$ cat src/rtl/sram_rr_arbiter.sv
// rtl/sram_rr_arbiter.sv - two-port round-robin arbiter in front of a single-port SRAM
// Optional grant/stall counters: define SRAM_RR_ARBITER_STATS_EN.
module sram_rr_arbiter #(
   parameter int DATA_WIDTH = 4,
   parameter int ADDR_WIDTH = 4
) (
   input  logic                  clk,
   input  logic                  rst,
   input  logic                  a_valid,
   output logic                  a_ready,
   input  logic                  a_we,
   input  logic [ADDR_WIDTH-1:0] a_addr,
   input  logic [DATA_WIDTH-1:0] a_wdata,
   output logic                  a_rvalid,
   output logic [DATA_WIDTH-1:0] a_rdata,
   input  logic                  b_valid,
   output logic                  b_ready,
   input  logic                  b_we,
   input  logic [ADDR_WIDTH-1:0] b_addr,
   input  logic [DATA_WIDTH-1:0] b_wdata,
   output logic                  b_rvalid,
   output logic [DATA_WIDTH-1:0] b_rdata,
`ifdef SRAM_RR_ARBITER_STATS_EN
   output logic [15:0]           a_grants,
   output logic [15:0]           b_grants,
   output logic [15:0]           stall_cycles,
`endif
   output logic [ADDR_WIDTH-1:0] mem_addr,
   output logic [DATA_WIDTH-1:0] mem_data,
   output logic                  mem_we,
   input  logic [DATA_WIDTH-1:0] mem_q
);

   // One-hot encoding so each rvalid is a state bit taken straight from a flop.
   typedef enum logic [1:0] {
      IDLE   = 2'b00,
      RESP_A = 2'b01,
      RESP_B = 2'b10
   } state_t;

   state_t                state;
   logic                  pend_rd;     // pending response is a read (else a write ack)
   logic                  prio_b;      // 0: A wins a tie, 1: B wins a tie
   logic [ADDR_WIDTH-1:0] last_addr;   // address held on the SRAM while idle
   logic [DATA_WIDTH-1:0] a_rdata_q;
   logic [DATA_WIDTH-1:0] b_rdata_q;
   logic                  gnt_a;
   logic                  gnt_b;

   // Grant: a lone requester wins, a tie goes to the priority port, nothing during reset.
   always_comb begin
      gnt_a = 1'b0;
      gnt_b = 1'b0;
      if (!rst) begin
         if (a_valid && b_valid) begin
            gnt_a = !prio_b;
            gnt_b = prio_b;
         end else begin
            gnt_a = a_valid;
            gnt_b = b_valid;
         end
      end
   end

   assign a_ready = gnt_a;
   assign b_ready = gnt_b;

   // Route the granted request onto the SRAM pins; idle keeps the last address and writes nothing.
   always_comb begin
      mem_we   = 1'b0;
      mem_addr = last_addr;
      mem_data = '0;
      if (gnt_a) begin
         mem_we   = a_we;
         mem_addr = a_addr;
         mem_data = a_wdata;
      end else if (gnt_b) begin
         mem_we   = b_we;
         mem_addr = b_addr;
         mem_data = b_wdata;
      end
   end

   // Response FSM: next state follows this cycle's grant, so responses can run back to back.
   always_ff @(posedge clk) begin
      if (rst) begin
         state     <= IDLE;
         pend_rd   <= 1'b0;
         prio_b    <= 1'b0;
         last_addr <= '0;
      end else if (gnt_a) begin
         state     <= RESP_A;
         pend_rd   <= !a_we;
         prio_b    <= 1'b1;
         last_addr <= a_addr;
      end else if (gnt_b) begin
         state     <= RESP_B;
         pend_rd   <= !b_we;
         prio_b    <= 1'b0;
         last_addr <= b_addr;
      end else begin
         state     <= IDLE;
      end
   end

   assign a_rvalid = state[0];
   assign b_rvalid = state[1];

   // Read data is the SRAM output in the response cycle; otherwise the last value is held.
   always_comb begin
      a_rdata = a_rdata_q;
      b_rdata = b_rdata_q;
      if (state == RESP_A && pend_rd) a_rdata = mem_q;
      if (state == RESP_B && pend_rd) b_rdata = mem_q;
   end

   // Hold registers for the read data shown outside read-response cycles.
   always_ff @(posedge clk) begin
      if (rst) begin
         a_rdata_q <= '0;
         b_rdata_q <= '0;
      end else begin
         a_rdata_q <= a_rdata;
         b_rdata_q <= b_rdata;
      end
   end

`ifdef SRAM_RR_ARBITER_STATS_EN
   logic       stall_a;
   logic       stall_b;
   logic [1:0] stall_inc;

   assign stall_a   = a_valid && !a_ready;
   assign stall_b   = b_valid && !b_ready;
   assign stall_inc = {1'b0, stall_a} + {1'b0, stall_b};

   // Saturating grant and stall counters; a cycle may add one stall per waiting port.
   always_ff @(posedge clk) begin
      if (rst) begin
         a_grants     <= '0;
         b_grants     <= '0;
         stall_cycles <= '0;
      end else begin
         if (gnt_a && a_grants != 16'hFFFF) a_grants <= a_grants + 16'd1;
         if (gnt_b && b_grants != 16'hFFFF) b_grants <= b_grants + 16'd1;
         if (stall_cycles > 16'hFFFF - {14'd0, stall_inc})
            stall_cycles <= 16'hFFFF;
         else
            stall_cycles <= stall_cycles + {14'd0, stall_inc};
      end
   end
`endif

endmodule
$ cat config.mk
export PLATFORM = sky130hd
export DESIGN_NAME = sram_rr_arbiter
export DESIGN_NICKNAME = d
export VERILOG_FILES = /design/src/rtl/sram_rr_arbiter.sv
export SDC_FILE = /design/constraint.sdc
export NUM_CORES = 1
export LEC_CHECK = 0
export BUFFER_PORTS_ARGS = -buffer_cell sky130_fd_sc_hd__buf_2
export CAP_MARGIN = 0
export CORE_UTILIZATION = 47
export CTS_CLUSTER_SIZE = 25
export DETAILED_ROUTE_END_ITERATION = 16
export PLACE_DENSITY_LB_ADDON = 0.2
export SETUP_SLACK_MARGIN = 0.2
export SLEW_MARGIN = 0
export SYNTH_ARGS = -nofsm -noshare
export SYNTH_HDL_FRONTEND = slang
export SYNTH_SLANG_ARGS = --single-unit
export TNS_END_PERCENT = 30
$ cat constraint.sdc
create_clock -name clk -period 5.59 [get_ports clk]
set_clock_uncertainty 0.15 [all_clocks]
set_input_delay 1.677 -clock clk [delete_from_list [all_inputs] [get_ports clk]]
set_output_delay 1.677 -clock clk [all_outputs]
set_load 0.02 [all_outputs]
### Word-level counts from Yosys, hierarchy flattened

Index checks and enable logic that the tools add are counted.

* equality and inequality tests: 2
* multiplexer cells: 18
* reduce and logical (&&, ||, !) cells: 8

Operator list (number)
* 2-to-1 mux 4 bit: 6
* 2-to-1 mux 1 bit: 11
* logical AND 1 bit: 3
* zero test 1 bit: 3
* equality test 2 x 1 -> 1 bit (second input constant): 1
* equality test 2 bit (second input constant): 1
* 2-to-1 mux 2 bit: 1
* nonzero test 2 bit: 1
* OR reduction 2 bit: 1

* flip-flop bits (word level): 16
* bits of input ports: 26
* output and inout port bits: 21
* logic and storage cells: 35

### Depth between registers and ports, before layout

* word-level depth: 5
* depth in mapped cells: 4
* depth with buffers taken out: 3

### Least setup slack after synthesis

No wires, ideal clock.

* path type: input port to output port
* from: input port b_valid
* to: output port mem_addr[0]
* arrival time: 2.683 ns
* required time: 3.763 ns
* setup slack: 1.080 ns
* cell stages on the path: 4
* path buffers: 2
* cell sequence: buf_2 buf_2 nor4b_1 a211oi_1

* cells in the longest elaborated chain, start to end: 5
* elaborated cells between the ends (all ways): 7
* classes of those cells: mux (6); reduce/logical (1)

RTL lines
* start: declaration: line 16 `input logic b_valid,`
* logical AND 1 bit: line 55 `if (a_valid && b_valid) begin`
* 2-to-1 mux 1 bit: line 55
* 2-to-1 mux 1 bit: line 54 `if (!rst) begin`
* 2-to-1 mux 4 bit: line 77 `end else if (gnt_b) begin`
* 2-to-1 mux 4 bit *: line 73 `if (gnt_a) begin`
* end: declaration: line 28 `output logic [ADDR_WIDTH-1:0] mem_addr,`

Every way passes the cells marked *; elsewhere a longest branch is shown, timed or not.

### Worst setup path after layout

* from: input port b_valid
* to: output port mem_data[2]

* cells in the longest elaborated chain, start to end: 5
* elaborated cells between the ends (all ways): 7
* classes of those cells: mux (6); reduce/logical (1)

RTL lines
* logical AND 1 bit: line 55
* 2-to-1 mux 1 bit: line 55
* 2-to-1 mux 1 bit: line 54
* 2-to-1 mux 4 bit: line 77
* 2-to-1 mux 4 bit *: line 73
* end: declaration: line 29 `output logic [DATA_WIDTH-1:0] mem_data,`

Marked as above.

==> flow_metrics.py <==
metrics = {
    "status": {
        "status": "finished, final reports clean",
    },
    "pwr": {
        "pwr-share-comb": 0.241,
        "internal-power_uw": 186.7,
        "p_switching_uw": 77.92,
        "p_leak_uw": 0.0005721,
        "swShare": 0.2945,
        "pwr-share-clk": 0.297,
        "ir_worst_vdd_mv": 0.1413,
        "powerDensity_nw_per_um2": 229.9,
        "power_frac_seq": 0.461,
    },
    "die": {
        "fp.dieH_um": 45.60,
        "ios": 47,
        "core_area_um2": 1745,
        "die_w_um": 45.60,
        "die_area_um2": 2079,
        "start_util": 0.5118,
        "row_count": 15,
    },
    "route": {
        "first_pass_iters": 2,
        "drt-initial-drc-count": 10,
        "vias": 828,
        "routed-wl-met3_um": 129,
        "routedWlPerCell_um": 11.44,
        "wl_met1_um": 889,
        "wl_met2_um": 810,
        "wl_mm": 1.864,
        "post_drt_via_cell_ratio": 5.080,
        "routed.top_layer": "met4",
        "drcViolationCount": 0,
        "ant_nets": 0,
    },
    "place": {
        "io_buffers": 46,
        "dp.cells": 159,
        "hpwlAfterDp_mm": 1.372,
        "place.gp.congestion": 0.7096,
        "post-place-ws_ns": 0.9565,
    },
    "critical_path": {
        "crit_path_end_kind": "output pin",
        "path_depth": 5,
        "critPathSlowestCell": "buf_2",
        "startpoint_type": "input port",
        "crit_fanout": 20,
        "cpMostUsedCell": "buf_2",
        "worstPathCellList": "buf_2 -> nand2_2 -> and3_1 -> a22o_1 -> buf_2",
        "startpoint": "b_valid",
        "critPathTopFamily": "simple AND/OR/NAND/NOR gates",
        "max_stage_delay_ns": 0.27,
        "worstPathRequired_ns": 3.76,
        "rr_startpoint": "state[0]$_SDFF_PP0_",
        "r2r-end": "b_rdata_q[3]$_SDFF_PP0_",
        "reg2reg_slack_ns": 4.24,
        "arrival_ns": 2.81,
        "crit_buf_inv": 2,
        "reg2reg_depth": 3,
        "path_class": "input port to output pin",
    },
    "global_routing": {
        "grt_max_degree": 21,
        "first_global_vias": 694,
        "antenna_found_initial": 0,
        "gr-total-overflow": 0,
        "grt_pass1_wl_mm": 3.077,
        "grt_use_total": 0.2102,
    },
    "timing": {
        "fin_hold_ws_ns": 0.3837,
        "setup_tns_ns": 0,
        "rsz0062_at_grt": "false",
        "finalHoldViolCount": 0,
        "setup_violations": 0,
        "fmax_mhz": 215.7,
        "max_slew_margin": 0.7983,
        "tightest_slew_ns": 0.3025,
        "period_minus_slack_ns": 4.637,
        "finalCritPeriodShare": 0.8295,
        "report.final.slew_viol_count": 0,
        "layout_setup_ws_ns": 0.9529,
    },
    "cts": {
        "clock_latency_ns": 0.29,
        "postCtsSetupRepairBufs": 0,
        "clockBufferDepth": 2,
        "cts.sinks": 16,
        "cts_tree": "done",
        "cts-buffers-inserted": 3,
        "cts.hold.buffers_added": 0,
        "clkTransAtPathRegs_ns": 0.10,
        "cts-root-buf": "clkbuf_4",
        "htree_levels": 1,
        "cts_resized": 0,
    },
    "run": {
        "drv_cap": 0,
    },
    "hold_path": {
        "hold_end": "prio_b$_SDFFE_PP0P_",
        "holdCritStartpoint": "prio_b$_SDFFE_PP0P_",
        "min_path_type": "register to register",
        "whs_path_depth": 2,
    },
    "synth": {
        "synthTopCellsByCount": "dfxtp_1, and2_1, a211oi_1, mux2_2, a21oi_1",
        "synth.top_cell.area_share": 0.3585,
        "async_reset_ff_frac": 0,
        "postSynthCellCount": 95,
        "yosysWarnings": 0,
        "synth.net_count": 121,
        "synth_edf_count": 0,
        "ys_seq_area_frac": 0.3585,
        "post_synth_instance_area_um2": 893.4,
        "ys_ff_latch": 16,
        "ys.flop_type": "dfxtp_1",
        "synth_area_leaders": "dfxtp_1, mux2_2, a211oi_1, and2_1, mux2i_1",
        "synth_most_common_cell": "dfxtp_1",
        "postSynthAreaPerCell_um2": 9.404,
        "yosysUniqueCellTypes": 25,
        "synth_area_leader_cell": "dfxtp_1",
    },
    "layout": {
        "num_antenna_cells": 0,
        "final_core_util": 0.6595,
        "fillers": 158,
        "finalNetCount": 165,
        "layout-drive-gt1-share": 0.4493,
        "area_growth_pct": 28.85,
        "fin_cells": 163,
    },
}
-- worst register-to-register path, cell delays in order, from the launching register on --
cell and delay (ns):
dfxtp_1 0.35, nand3b_1 0.21, mux2_2 0.37, and2_1 0.15
-- sequential cells by signal (all words and copies together), names as in the netlist --
name,flops
last_addr,4
prio_b,1
a_rdata_q,4
state,2
pend_rd,1
b_rdata_q,4
-- logic make-up (layout without fill, tap and decap cells) --
family,count (synthesis),after routing,synth area share
DFF,16,16,0.3585
buffers and inverters,8,51,0.04901
and+or+nand+nor,40,40,0.2941
AOI/OAI and AO/OA,19,19,0.1527
muxes,12,12,0.1457
-- per-stage QoR --
stage | power [uW] | area (um^2)
2_1_floorplan | 167.8 | 893.4
3_5_place_dp | 188.7 | 1115
3_3_place_gp | 187.9 | 1115
4_1_cts | 267.9 | 1151
5_1_grt | 279.6 | 1151
6_report | 264.6 | 1151
-- routing by layer --
layer	vias up	global-route usage
met5	-	0
met4	0	0.1273
met3	4	0.04762
met2	29	0.2886
met1	361	0.2944
li1	434	-
-- layout make-up --
cell class	instances	area (um^2)	area share
multi-input cells	71	529.3	0.4598
flip-flops and latches	16	320.3	0.2783
repair buffers	46	230.2	0.2000
clock buffers	4	36.28	0.03152
well taps	25	31.28	0.02717
inverters	1	3.754	0.003261
-- how the worst max path moves through the flow --
| stage | end | slack [ns] |
|---|---|---|
| 6_report | mem_data[2] | 0.95 |
| 5_1_grt | mem_data[2] | 0.86 |
| 4_1_cts | mem_data[2] | 0.96 |
| 3_5_place_dp | mem_data[2] | 0.96 |
| 3_3_place_gp | mem_data[2] | 0.99 |
| 2_1_floorplan | mem_addr[0] | 1.08 |
-- cell usage in the layout, fill, tap and decap left out, types with 2 or more instances in the layout --
cell      synthesis  final
nor2_1            2      2
mux2_2            8      8
a22o_1            4      4
nor3_1            5      5
dfxtp_1          16     16
buf_2             5     46
nor2b_1           5      5
nand3b_1          3      3
nand2b_1          4      4
a211oi_1          8      8
and3_1            2      2
and2_1            9      9
nor4b_1           4      4
mux2i_1           4      4
a21oi_1           6      6
clkbuf_4          0      3
-- power groups by stage --
stage          Clock (uW)  Sequential [uW]  Combinational [uW]
2_1_floorplan           0              125                42.6
3_3_place_gp            0              125                63.3
3_5_place_dp            0              125                63.9
4_1_cts              81.6              122                64.2
5_1_grt              86.2              123                70.8
6_report             78.7              122                63.9
No activity file was read; power rests on OpenSTA's default activity.
